<file path="src/rtl/object_bound_monitor.sv">
// +--------------------------------------------------------------------------+
// | object_bound_monitor                                                     |
// | Per-object window visibility tracking with sticky exit flags and an      |
// | optional saturating miss counter (enabled by macro OBB_MISS_COUNTER_EN). |
// | Revision: 1.0 - initial release                                          |
// +--------------------------------------------------------------------------+
`timescale 1ns/1ps
`default_nettype none

module object_bound_monitor #(
  parameter int N_OBJ = 4,
  parameter int WIN_W = 640,
  parameter int WIN_H = 480,
  parameter int NEG_X = 900,
  parameter int NEG_Y = 500
) (
  input  logic                 clk,
  input  logic                 rst_n,
  input  logic [N_OBJ-1:0]     obj_active,
  input  logic [10*N_OBJ-1:0]  posx_bus,
  input  logic [9*N_OBJ-1:0]   posy_bus,
  input  logic [10*N_OBJ-1:0]  width_bus,
  input  logic [9*N_OBJ-1:0]   height_bus,
  input  logic [N_OBJ-1:0]     ack,
  input  logic                 miss_clr,
  output logic [N_OBJ-1:0]     out_flag,
  output logic [N_OBJ-1:0]     exit_pulse,
  output logic [7:0]           miss_count
);

  localparam logic [2:0] c_IDLE    = 3'd0;
  localparam logic [2:0] c_PENDING = 3'd1;
  localparam logic [2:0] c_ARMED   = 3'd2;
  localparam logic [2:0] c_EXITED  = 3'd3;
  localparam logic [2:0] c_RETIRED = 3'd4;

  localparam logic [10:0] c_WIN_W = 11'(WIN_W);
  localparam logic [10:0] c_WIN_H = 11'(WIN_H);
  localparam logic [10:0] c_NEG_X = 11'(NEG_X);
  localparam logic [10:0] c_NEG_Y = 11'(NEG_Y);

  logic [N_OBJ-1:0] w_exit;

  generate
    for (genvar i = 0; i < N_OBJ; i++) begin : g_obj
      logic [10:0] w_px, w_wd, w_py, w_ht;
      logic        w_xout, w_yout, w_out;
      logic        act_q, on_q, out_q, pulse_q;
      logic [2:0]  state_q, state_d;
      logic        exit_d;

      // Coordinates at or above NEG_* wrap to negative values, so the right/bottom edge decides.
      assign w_px   = {1'b0, posx_bus[10*i +: 10]};
      assign w_wd   = {1'b0, width_bus[10*i +: 10]};
      assign w_py   = {2'b00, posy_bus[9*i +: 9]};
      assign w_ht   = {2'b00, height_bus[9*i +: 9]};
      assign w_xout = (w_px < c_NEG_X) ? (w_px >= c_WIN_W) : ((w_px + w_wd) <= 11'd1024);
      assign w_yout = (w_py < c_NEG_Y) ? (w_py >= c_WIN_H) : ((w_py + w_ht) <= 11'd512);
      assign w_out  = w_xout | w_yout;

      always_comb begin
        state_d = state_q;
        exit_d  = 1'b0;
        if (!act_q) begin
          state_d = c_IDLE;
        end else begin
          case (state_q)
            c_IDLE:    state_d = c_PENDING;
            c_PENDING: if (on_q) state_d = c_ARMED;
            c_ARMED:   if (out_q) begin
                         state_d = c_EXITED;
                         exit_d  = 1'b1;
                       end
            c_EXITED:  if (ack[i]) state_d = c_RETIRED;
            c_RETIRED: state_d = c_RETIRED;
            default:   state_d = c_IDLE;
          endcase
        end
      end

      always_ff @(posedge clk or negedge rst_n) begin
        if (!rst_n) begin
          act_q   <= 1'b0;
          on_q    <= 1'b0;
          out_q   <= 1'b0;
          state_q <= c_IDLE;
          pulse_q <= 1'b0;
        end else begin
          act_q   <= obj_active[i];
          on_q    <= ~w_out;
          out_q   <= w_out;
          state_q <= state_d;
          pulse_q <= exit_d;
        end
      end

      assign out_flag[i]   = (state_q == c_EXITED);
      assign exit_pulse[i] = pulse_q;
      assign w_exit[i]     = exit_d;
    end
  endgenerate

`ifdef OBB_MISS_COUNTER_EN
  logic [7:0] miss_q, miss_d;
  logic [3:0] w_nexit;
  logic [8:0] w_sum;

  assign w_nexit = 4'($countones(w_exit));
  // A clear still counts exits landing on the same edge.
  assign w_sum   = miss_clr ? {5'd0, w_nexit} : ({1'b0, miss_q} + {5'd0, w_nexit});
  assign miss_d  = w_sum[8] ? 8'hFF : w_sum[7:0];

  always_ff @(posedge clk or negedge rst_n) begin
    if (!rst_n) miss_q <= 8'd0;
    else        miss_q <= miss_d;
  end

  assign miss_count = miss_q;
`else
  logic w_unused;
  assign w_unused   = ^{miss_clr, w_exit};
  assign miss_count = 8'd0;
`endif

endmodule

`default_nettype wire
</file>
<file path="config.mk">
export PLATFORM = sky130hd
export DESIGN_NAME = object_bound_monitor
export DESIGN_NICKNAME = d
export VERILOG_FILES = /design/src/rtl/object_bound_monitor.sv
export SDC_FILE = /design/constraint.sdc
export NUM_CORES = 1
export LEC_CHECK = 0
export CAP_MARGIN = 25
export CORE_UTILIZATION = 45
export CTS_CLUSTER_DIAMETER = 30
export DETAILED_ROUTE_END_ITERATION = 8
export PLACE_DENSITY = 0.82
export SYNTH_ARGS = -nofsm -noshare
export SYNTH_HDL_FRONTEND = slang
export SYNTH_SLANG_ARGS = --single-unit
</file>
<file path="constraint.sdc">
create_clock -name clk -period 1.6 [get_ports clk]
set_input_delay 0.24 -clock clk [delete_from_list [all_inputs] [get_ports clk]]
set_output_delay 0.24 -clock clk [all_outputs]
set_load 0.03 [all_outputs]
</file>
Word-level counts from Yosys, hierarchy flattened
Cells that the tools add are included.
{"block": "classes", "n_lt_le_gt_ge": 24, "eq_ne": 28, "muxes": 40, "addsub": 8, "n_bitwise": 8, "n_reduce_logical": 8}
{"operator": "one-hot mux 3 bit (5 select lines)", "count": 4}
{"operator": "2-to-1 mux 3 bit", "count": 16}
{"operator": "adder 10 x 10 -> 11 bit", "count": 4}
{"operator": "less-or-equal comparator 11 bit, second input constant", "count": 4}
{"operator": "adder 9 x 9 -> 10 bit", "count": 4}
{"operator": "greater-or-equal comparator 10 bit, second input constant", "count": 4}
{"operator": "less-or-equal comparator 10 bit, second input constant", "count": 4}
{"operator": "< comparator 10 bit, second input constant", "count": 4}
{"operator": "greater-or-equal comparator 9 bit, second input constant", "count": 4}
{"operator": "< comparator 9 bit, second input constant", "count": 4}
{"operator": "inequality test 3 bit, second input constant", "count": 12}
{"operator": "equality test 3 x 2 -> 1 bit, second input constant", "count": 8}
{"operator": "2-to-1 mux 1 bit", "count": 20}
{"operator": "equality test 3 x 1 -> 1 bit, second input constant", "count": 4}
{"operator": "equality test 3 bit, second input constant", "count": 4}
{"operator": "zero test 3 bit", "count": 4}
{"operator": "AND reduction 3 bit", "count": 4}
{"operator": "inverter 1 bit", "count": 4}
{"operator": "OR 1 bit", "count": 4}
{"block": "totals", "out_inout_bits": 16, "wordCells": 136, "input_bits": 163, "register_bits": 28}

Logic depth before layout (Yosys ltp)
Gate-level depths: netlist of run 1.
{"block": "logic_depth", "word_depth": 5, "depth_mapped": 10, "depth_no_buf": 10}

Least setup slack after synthesis of run 1
Ideal clock, no wire load.
{"block": "synth_path", "path_kind": "input to register", "start": "input posx_bus[33]", "end": "register g_obj[3].on_q", "required_time_ns": 1.480, "setup_ns": 0.120, "slack_ns": -1.026, "path_buffers": 0, "arrival_time_ns": 2.506, "cell_stages": 9, "cell_sequence": "ha_1 -> and3_1 -> a2111o_1 -> a21oi_2 -> nor2b_1 -> or4_4 -> a2111oi_4 -> a21boi_2 -> o211a_1"}
{"block": "synth_via", "elab_chain_cells": 5, "elab_cells_between_ends": 7, "cone_classes": "1 x add/sub; 3 x order compare; 1 x mux; 2 x bitwise"}
{"element": "from (decl)", "line": "20", "text": "input logic [10*N_OBJ-1:0] posx_bus,"}
{"element": "adder 10 x 10 -> 11 bit", "line": "57", "text": "assign w_xout = (w_px < c_NEG_X) ? (w_px >= c_WIN_W) : ((w_px + w_wd) <= 11'd1024);"}
{"element": "less-or-equal comparator 11 bit", "line": "57"}
{"element": "2-to-1 mux 1 bit (*)", "line": "57"}
{"element": "OR 1 bit (*)", "line": "59", "text": "assign w_out = w_xout | w_yout;"}
{"element": "inverter 1 bit (*)", "line": "90", "text": "on_q <= ~w_out;"}
{"element": "to (signal assigned)", "line": "90"}
{"element": "to (decl)", "line": "48", "text": "logic act_q, on_q, out_q, pulse_q;"}
Every way passes the cells marked *; elsewhere a longest branch is shown, timed or not.
A chain may end at the register's enable or synchronous reset.

Worst setup path in the final report of run 1
{"block": "layout_path", "start": "input posx_bus[31]", "end": "register g_obj[3].on_q"}
Same word-level chain as after synthesis.

==> results.md, run 1 <==
* Detailed Routing Iterations Pass 1 at 5
* Worst-path cell chain: buf_8 > ha_4 > a21o_1 > a2111o_1 > a21oi_2 > nor2b_2 > or4_4 > a2111oi_4 > a21boi_2 > o211a_1
* Sequential cell area at 701 um^2
* Die width at 102 um
* Part of the power in registers at 20.1%
* Number of hold buffers added after CTS at 0
* Starting Density at a little under half
* Class of the worst hold path: in2async
* Post-synthesis cell type count at 64
* Worst hold-check slack at 328 ps
* Largest net degree at the start of global routing at 29
* Most frequently used cell type in the post-synthesis netlist: ha_1
* Number of synthesized flops with an enable pin at 0
* Crit. End Element: flop
* Main combinational cell family by area after synthesis: compound AO/OA/AOI/OAI gates
* Critical R2R Launch: g_obj[2].state_q[1]
* Instance count of the mapped netlist at 556
* Required time at the endpoint of the critical path at 1770 ps
* Number of antenna violations at the first check in global routing at 0
* Count of vias placed by the detailed router at between 5k and 6k
* Crit Path Max Fanout at 2
* Wirelength per Cell at 16.0 um
* Share of cells above drive strength 1 at 32.0%
* Post-synthesis cell type with the largest combined area: ha_1
* Area contributors post-synth: ha_1 (21%), dfrtp_1 (15%), a21oi_1 (5.5%)
* First-pass GRT wire length at approximately 25000 um
* Max IR drop VDD at 539 uV
* Clock latency on the worst-skew pair at about 270 ps
* Clock transition at the registers of the reported paths at roughly 100 ps
* GRT Total Usage at 29.3%
* Type of element launching the critical path: input pin
* Seq/Total Area, Yosys at 15.4%
* Share of the synthesized area in compound gates (AO/OA/AOI/OAI) at 30.4%
* Status: finished with violations
* Area occupied by multi-input gates at approximately 4400 um^2
* Post-detailed-placement half-perimeter wirelength at 12100 um
* Core Region at between 9000 and 10000 um^2
* Switching power summed over all nets at 0.00148 W
* Count of buffers inserted at the top-level ports at 169
* Part of the cycle the worst path needs at 152%
* Clk pwr share at 13.9%
* Count of pins over their slew limit at 0
* CTS root buffer: clkbuf_8
* Final standard cell utilization of the core at a little over four fifths
* Vias in the first global route at 5922
* Count of antenna-violating nets left after detailed routing at 0
* Number of synthesized register bits at 28
* Setup repair after global routing missed its margin: yes
* Power Density at 488 nW/um^2
* TNS Setup at -5260 ps
* Number of nets in the layout at 1119
* Share of power burned in combinational logic at 65.9%
* Setup violators final at 8
* Post-synthesis instance area at 4540 um^2
* Max Clk Rate at a little over 0.4 GHz
* Maximum root-to-sink buffer count at 2
* Mux share of post-synthesis cell area at 0.909%
* Synth Area in Simple Gates at 20.0%
* Share of the synthesized area in the top cell type at 20.9%
* Crit path time final at 2430 ps
* Leakage power at 3.61 nW
* Num CTS Buffers at 3
* P_int at 0.00252 W
* Synth async-reset ratio at 100%
* H-tree Lvls at 1
* Buffers plus inverters on the worst setup path at 1
* Routability congestion estimate at 0.884
* Critical path's top delay family: compound AO/OA/AOI/OAI gates
* Y dimension of the die at 102 um
* Std-Cell Rows at 36
* DR vias/cell at ~5.7
* Post-Synth XOR/XNOR Area at 5.21%
* Post-place setup slack at -1500 ps
* Layout-stage area growth over the synthesis result at 80.7%
* Worst-path cell with the longest stage delay: a2111o_1
* Final setup margin at -832 ps
* Congestion Overflow GR at 0
* Number of top-level design ports at 179
* Violations in the final reports: setup timing
* Warning count from the yosys run at 0
* Post-Synth Adder-Cell Area at around 24%
* Worst endpoint data arrival time at 2600 ps
* Worst setup path startpoint: posx_bus[31]
* Clock Skews at 5.05 ps
* Antenna fix cells at 0
* Final Hold Fails at 0
* Crit path kind: in2reg
* Mapped Avg Cell Area at 8.17 um^2
* Prevailing post-synth register cell: dfrtp_1
* Total Die Area at 10500 um^2
* WL final at 16000 um
* Slowest cell delay on critical path at 450 ps
* 1st-iter DRT viols at 181
* Number of remaining DRC errors at 0
* Max-cap check violation count at 0
* Ranking of synthesized cells by instance count: ha_1 (76), nor2_1 (53), a21oi_1 (50), o21ai_0 (37), nand2_1 (31)
* Clock net sink count at 28
* Fillers at ~590
* Switching Share at between 30% and 40%
* TritonCTS clock tree: yes
[what timing repair did]
| item | CTS | global route |
|---|---|---|
| setup endpoints to repair | 11 | 10 |
| setup buffers | 16 | 5 |
| pin swaps | 88 | 60 |
| gates resized for setup | 195 | 50 |
| cloned | 0 | 0 |
[area by class of cell]
| cell class | count | area share (%) |
|---|---|---|
| Sequential cell | 28 | 8.54 |
| Tap cell | 133 | 2.03 |
| Multi-Input combinational cell | 505 | 53.5 |
| Timing Repair Buffer | 318 | 34.3 |
| Clock inverter | 1 | 0.366 |
| Inverter | 16 | 0.732 |
| Clock buffer | 3 | 0.503 |
[through the flow]
stage	std cells	cell area (um^2)	power [W]
after floorplan	563	4740	0.00200
after global placement	980	7480	0.00300
after detailed placement	980	7480	0.00311
after CTS	1000	7960	0.00383
after global routing	1004	8210	0.00427
final	1004	8210	0.00400
[layout by cell type (no fill, tap or decap), types with 11 or more instances in the layout]
cell type,synthesis,layout
a21o_1,16,16
a21oi_1,50,41
buf_4,12,148
buf_6,0,16
clkdlybuf4s50_1,0,106
dfrtp_1,28,28
dlygate4sd2_1,0,25
ha_1,76,49
ha_4,0,24
inv_1,16,15
nand2_1,31,31
nor2_1,53,51
nor3_1,22,20
o21ai_0,37,26
xnor2_1,12,11
xor2_1,15,15
[worst register-to-register path, delay by kind of cell, from the launching register on]
kind	cells	cell delay (ps)
DFF	1	420
AOI/OAI and AO/OA	3	460
and+or+nand+nor	2	240
buffers and inverters	1	170
[state kept, by name, indices dropped and copies added (netlist names)]
signal	count
g_obj.state_q	12
g_obj.pulse_q	4
g_obj.out_q	4
g_obj.act_q	4
g_obj.on_q	4
[power groups by stage]
stage	Clock [W]	Sequential (W)	Combinational [W]
after CTS	0.000567	0.000805	0.00246
after floorplan	0	0.000818	0.00118
after detailed placement	0	0.000818	0.00229
after global placement	0	0.000813	0.00218
after global routing	0.000598	0.000815	0.00286
final	0.000558	0.000806	0.00264
[routing by layer]
layer  track usage [%]  wire (um)
met1              29.6       6010
met3              3.90        657
met4              11.3        485
met5                 0          0
met2              59.3       8870
[cell families (layout without fill, tap and decap cells)]
logic type,after synthesis,count (layout)
other,1,8
multiplexers,4,4
adder cells (fa/ha/maj),84,84
XOR/XNOR,27,27
flip-flops,28,28
AND/OR/NAND/NOR,178,178
buffers and inverters,30,338
AO/OA/AOI/OAI,204,204
[final timing paths]
kind | endpoint | slack, ps | cells after the start
min in group clk | g_obj[3].act_q | 400 | 1
max reg2reg | g_obj[2].state_q[0] | 210 | 6
min | g_obj[2].pulse_q | 330 | 2
max in group asynchronous | g_obj[2].out_q | 1010 | 2
min reg2reg | g_obj[3].state_q[2] | 510 | 1
max | g_obj[3].on_q | -830 | 10
No activity file was read; power rests on OpenSTA's default activity.
==> run 2: changes to the inputs <==
CORE_ASPECT_RATIO = 0.9   (was not set)
==> results.md, run 2 (same netlist as run 1, synthesis figures left out) <==
* CTS root buffer: clkbuf_8
* Routability congestion estimate at 0.906
* TritonCTS clock tree: yes
* Number of nets in the layout at 1118
* Setup violators final at 8
* Highest-count cells in the layout ignoring fill and taps: buf_4 (146), clkdlybuf4s50_1 (109), nor2_1 (49)
* Core Region at 9740 um^2
* Actual slew at the worst max-slew pin at 491 ps
* Most frequent standard cell in the layout excluding fill and tap cells: buf_4
* Violations in the final reports: setup timing
* Worst-path cell chain: clkdlybuf4s15_2 > ha_4 > and3_1 > a2111o_1 > a21oi_2 > nor2b_1 > or4_4 > a2111oi_4 > a21boi_2 > o211a_1
* Post-route cell area at 8130 um^2
* Count of buffers inserted at the top-level ports at ~170
* Part of the power in registers at 20.6%
* Switching power summed over all nets at 0.00149 W
* Clock Skews at 2.59 ps
* Max IR drop VDD at 418 uV
* 1st-iter DRT viols at approximately 300
* Antenna fix cells at 0
* Clock net sink count at 28
* GRT Total Usage at 28.2%
* Fillers at 545
* Worst endpoint data arrival time at 2660 ps
* Final cell count without fillers at 996
* Required time at the endpoint of the critical path at 1770 ps
* Max-cap check violation count at 0
* Share of power burned in combinational logic at between 60% and 70%
* WL final at 16500 um
* Leakage power at 3.54 nW
* DR vias/cell at 5.87
* Num CTS Buffers at 3
* Crit path time final at 2490 ps
* Count of pins over their slew limit at 0
* Crit path kind: in2reg
* Switching Share at 38.1%
* Crit. End Element: flop
* Status: finished with violations
* Slowest cell delay on critical path at 460 ps
* First-pass GRT wire length at 24500 um
* Power Density at between 400 and 500 nW/um^2
* H-tree Lvls at 1
* Class of the worst hold path: in2async
* Count of placed standard cells including taps at 973
* Wirelength per Cell at approximately 17 um
* Layout-stage area growth over the synthesis result at 78.9%
* Number of remaining DRC errors at 0
* Final Hold Fails at 0
* Maximum root-to-sink buffer count at 2
* Number of antenna violations at the first check in global routing at 0
* Clk pwr share at 11.1%
* Share of cells above drive strength 1 at 32.3%
* Post-detailed-placement half-perimeter wirelength at 11900 um
* Max FFs per register at 12
* Number of hold buffers added after CTS at 0
* Part of the cycle the worst path needs at 155%
* Buffers plus inverters on the worst setup path at 1
* Congestion Overflow GR at 0
* Starting Density at between 40 and 50%
* Vias in the first global route at 5760
* Clock latency on the worst-skew pair at approximately 270 ps
* P_int at 0.00241 W
* Count of antenna-violating nets left after detailed routing at 0
* Die width at 108 um
* Count of cell instances traversed by the critical path at 10
* Clock transition at the registers of the reported paths at 90 ps
* Depth of the worst register-to-register path at 4
* Max Clk Rate at about 0.40 GHz
* Worst-path cell with the longest stage delay: a2111o_1
* Y dimension of the die at 97.3 um
* Type of element launching the critical path: input pin
* Final setup margin at -886 ps
* TNS Setup at -5520 ps
* Detailed Routing Iterations Pass 1 at 5
* Total Die Area at roughly 10000 um^2
* Setup repair after global routing missed its margin: yes
* Worst max-slew margin expressed relative to the limit at 66.9%
* Crit Path Max Fanout at 5
* Cell area reported after detailed placement at 7470 um^2
* Count of vias placed by the detailed router at ~6k
* Final standard cell utilization of the core at 83.4%
* Largest net degree at the start of global routing at 29
* Worst hold-check slack at ~340 ps
* Critical path's top delay family: compound AO/OA/AOI/OAI gates
* Top reg by flops: g_obj.state_q
* Number of top-level design ports at around 180
* Std-Cell Rows at 34
run 2: what timing repair did:
item	in CTS	in global routing
setup endpoints to repair	11	8
hold endpoints to repair	0	0
buffers inserted	14	5
pin swaps	85	59
resized for setup	186	46
run 2: layout make-up:
cell class | instances | area, um^2 | share of cell area (%)
Clock buffer | 4 | 55.1 | 0.677
Inverter | 16 | 60.1 | 0.739
Multi-Input combinational cell | 505 | 4400 | 54.1
Sequential cell | 28 | 701 | 8.62
Tap cell | 126 | 158 | 1.94
Timing Repair Buffer | 317 | 2750 | 33.9
run 2: worst paths after layout:
kind / startpoint / endpoint / slack, ps
min reg2reg: g_obj[1].act_q / g_obj[1].state_q[2] / 510
max: width_bus[34] / g_obj[3].on_q / -890
min: rst_n / g_obj[1].pulse_q / 340
max reg2reg: g_obj[2].state_q[0] / g_obj[2].state_q[2] / 300
max in group asynchronous: rst_n / g_obj[0].state_q[2] / 990
min in group clk: obj_active[3] / g_obj[3].act_q / 400
run 2: power by group through the flow:
stage                     combinational [W]  sequential, W  clock, W
after floorplan                     0.00118       0.000818         0
after global placement              0.00220       0.000814         0
after detailed placement            0.00230       0.000818         0
after CTS                           0.00244       0.000804  0.000440
after global routing                0.00286       0.000812  0.000473
final                               0.00266       0.000803  0.000434
run 2: per-layer routing:
| metal | global-route usage [%] | vias to the layer above | part of all wire [%] |
|---|---|---|---|
| met5 | 0 | - | 0 |
| li1 | - | 2758 | - |
| met1 | 29.8 | 2768 | 37 |
| met2 | 56.1 | 269 | 54 |
| met4 | 8.43 | 0 | 3.2 |
| met3 | 3.82 | 54 | 5.8 |
run 2: stage by stage:
step | power (W) | setup slack (ps)
after detailed placement | 0.00311 | -1540
after floorplan | 0.00200 | -907
after global placement | 0.00301 | -1470
after CTS | 0.00368 | -851
after global routing | 0.00415 | -950
final | 0.00390 | -886
run 2: worst reg2reg max path, stage by stage (launching register included):
cell and delay (ps):
dfrtp_1 390, buf_4 160, nor3b_1 270, a21oi_1 100, o221a_2 280
==> run 3: changes to the inputs <==
CTS_CLUSTER_DIAMETER = not set   (was 30)
==> results of run 3 <==
Same layout as run 2: the final DEF is identical, and so are final timing and power.
==> patch (config.mk and constraints of run 1) <==
Set the parameter `WIN_H` to 240 (it was 480).
--- a/src/rtl/object_bound_monitor.sv
+++ b/src/rtl/object_bound_monitor.sv
@@ -11,5 +11,5 @@
   parameter int N_OBJ = 4,
   parameter int WIN_W = 640,
-  parameter int WIN_H = 480,
+  parameter int WIN_H = 240,
   parameter int NEG_X = 900,
   parameter int NEG_Y = 500
Behaviour: not the same (a bounded check fails within 10 cycles, from zero or initial values and one cycle with rst_n low).
==> patch against run 1 <==
The flow still finishes with violations (setup timing). Sequential cell count is the same. Wire length grew 11%. Sequential share of layout area shrank 0.34 points. Area after synthesis grew 4.0%. Final area grew 4.2%. Count of clock-buffer cells in the layout is the same. Setup slack gained 0.18 ns. Total power shrank 2.4%. First-iteration DRC count grew 38%. Critical path type unchanged. Critical endpoint is now g_obj[1].on_q.
==> patch: results (changes against run 1) <==
| Metric | Value |
|---|---|
| First-pass GRT wire length | `27.1 mm (+8.4%)` |
| Number of instances in the synthesized netlist | `581 (+4.5%)` |
| Total number of vias | `6114 (+7.2%)` |
| Worst VDD drop | `0.352 mV (-35%)` |
| Placer Congestion | `0.935 (+5.8%)` |
| Count of filler cells inserted in the layout | `567 (-4.5%)` |
| Count of antenna diodes in the layout | `0 (unchanged)` |
| Portion of the post-synthesis area used by sequential elements | `14.8% (-0.59 points)` |
| Mean number of vias per cell | `5.85 (+2.9%)` |
| Total number of nets in the final design | `1159 (+3.6%)` |
| Data arrival, critical path | `2.42 ns (-0.18 ns)` |
| Cell total after placement | `1018 (+3.9%)` |
| Post-route setup TNS | `-4.06 ns (+1.20 ns)` |
| Share of layout cells above drive strength 1 | `35.2% (+3.1 points)` |
| Library cells used by synthesis | `58 (-9.4%)` |
| Switching part of the total power | `38.4% (+1.5 points)` |
| Result of the run | `finished, violations left` |
| Top cell types by occurrence after synthesis | `sky130_fd_sc_hd__ha_1, sky130_fd_sc_hd__nor2_1, sky130_fd_sc_hd__a21oi_1` |
| Port Buffer Count | `169 (unchanged)` |
| Maximum number of pins on one net before global-route repair | `29 (unchanged)` |
| DP Wirelength | `12.7 mm (+4.6%)` |
| Timing startpoint of the critical path | `posx_bus[10]` |
| Leak pwr | `0.00379 uW (+5.1%)` |
| Synth top area cells | `sky130_fd_sc_hd__ha_1, sky130_fd_sc_hd__dfrtp_1, sky130_fd_sc_hd__a21oi_1` |
| Vias in the first global route | `6406 (+8.2%)` |
| Tot GR Track Use | `29.6% (+0.37 points)` |
| Die area | `10900 sq um (+3.9%)` |
| Clock Skew | `0.00102 ns (-0.00403 ns)` |
| Failing checks | `setup timing` |
| Final critical-path setup slack | `-0.656 ns (+0.176 ns)` |
| Clk_lat worst skew | `0.26 ns` |
| Number of detailed-routing iterations run before antenna repair | `4 (-1)` |
| Routed wire length | `17.7 mm (+11%)` |
| Finish-stage setup viols | `8 (unchanged)` |
| DR iter-0 viols | `249 (+38%)` |
## patch: cells by family after synthesis
group           count (synthesis)  synth area share [%]
compound gates                221                  32.6
simple gates                  182                  19.1
fa+ha+maj                      84                  23.5
buf+inv                        31                  3.42
xor+xnor                       28                  5.19
flops                          28                  14.8
mux                             6                  1.30
other cells                     1                0.0794
## patch: layer usage
metal / global-route usage, % / share of wire [%] / wire [microns]
met3: 4.14 / 4.2 / 746
met5: 0 / 0 / 0
met1: 29.1 / 36 / 6460
met2: 61.0 / 56 / 9870
met4: 11.2 / 3.6 / 636
## patch: worst paths after layout
check                                       to  slack, ns  cells after the start
max                              g_obj[1].on_q      -0.66                     10
min                             g_obj[1].act_q       0.35                      2
max reg2reg                g_obj[2].state_q[0]       0.28                      6
min reg2reg                g_obj[1].state_q[2]       0.51                      1
max in group asynchronous  g_obj[3].state_q[1]       0.98                      2
min in group clk                g_obj[0].act_q       0.42                      1
## patch: final cells by class
type	count	area (sq um)	area share, %
clock buffers	3	41.3	0.483
inverters	18	67.6	0.791
multi-input cells	529	4730	55.3
flip-flops and latches	28	701	8.20
well taps	136	170	1.99
repair buffers	332	2840	33.2
## patch: critical path, cell delays in order
cell                        delay, ns
sky130_fd_sc_hd__buf_6           0.10
sky130_fd_sc_hd__ha_4            0.15
sky130_fd_sc_hd__fa_2            0.33
sky130_fd_sc_hd__a21o_1          0.22
sky130_fd_sc_hd__a21oi_2         0.16
sky130_fd_sc_hd__mux2i_1         0.09
sky130_fd_sc_hd__nor4_1          0.35
sky130_fd_sc_hd__o2111ai_1       0.22
sky130_fd_sc_hd__o311a_1         0.40
sky130_fd_sc_hd__and2_1          0.14
## patch: repair_timing
action	in CTS	in global routing
cloned	0	0
setup endpoints to repair	10	8
gates resized for setup	254	70
setup buffers	19	6
pin swaps	117	49
## patch: power by group through the flow
stage / Sequential [uW] / Clock [uW] / Combinational, uW
floorplan: 790 / 0 / 1190
global placement: 789 / 0 / 2180
detailed placement: 792 / 0 / 2280
CTS: 778 / 375 / 2520
global route: 784 / 396 / 2960
finish: 779 / 361 / 2770
## patch: through the flow
stage | hold WS [ns] | instance area (sq um) | worst slack, ns
detailed placement | 0.497 | 7700 | -1.27
global placement | 0.485 | 7700 | -1.12
finish | 0.353 | 8550 | -0.656
floorplan | -0.0556 | 4890 | -0.624
CTS | 0.361 | 8260 | -0.540
global route | 0.388 | 8550 | -0.639
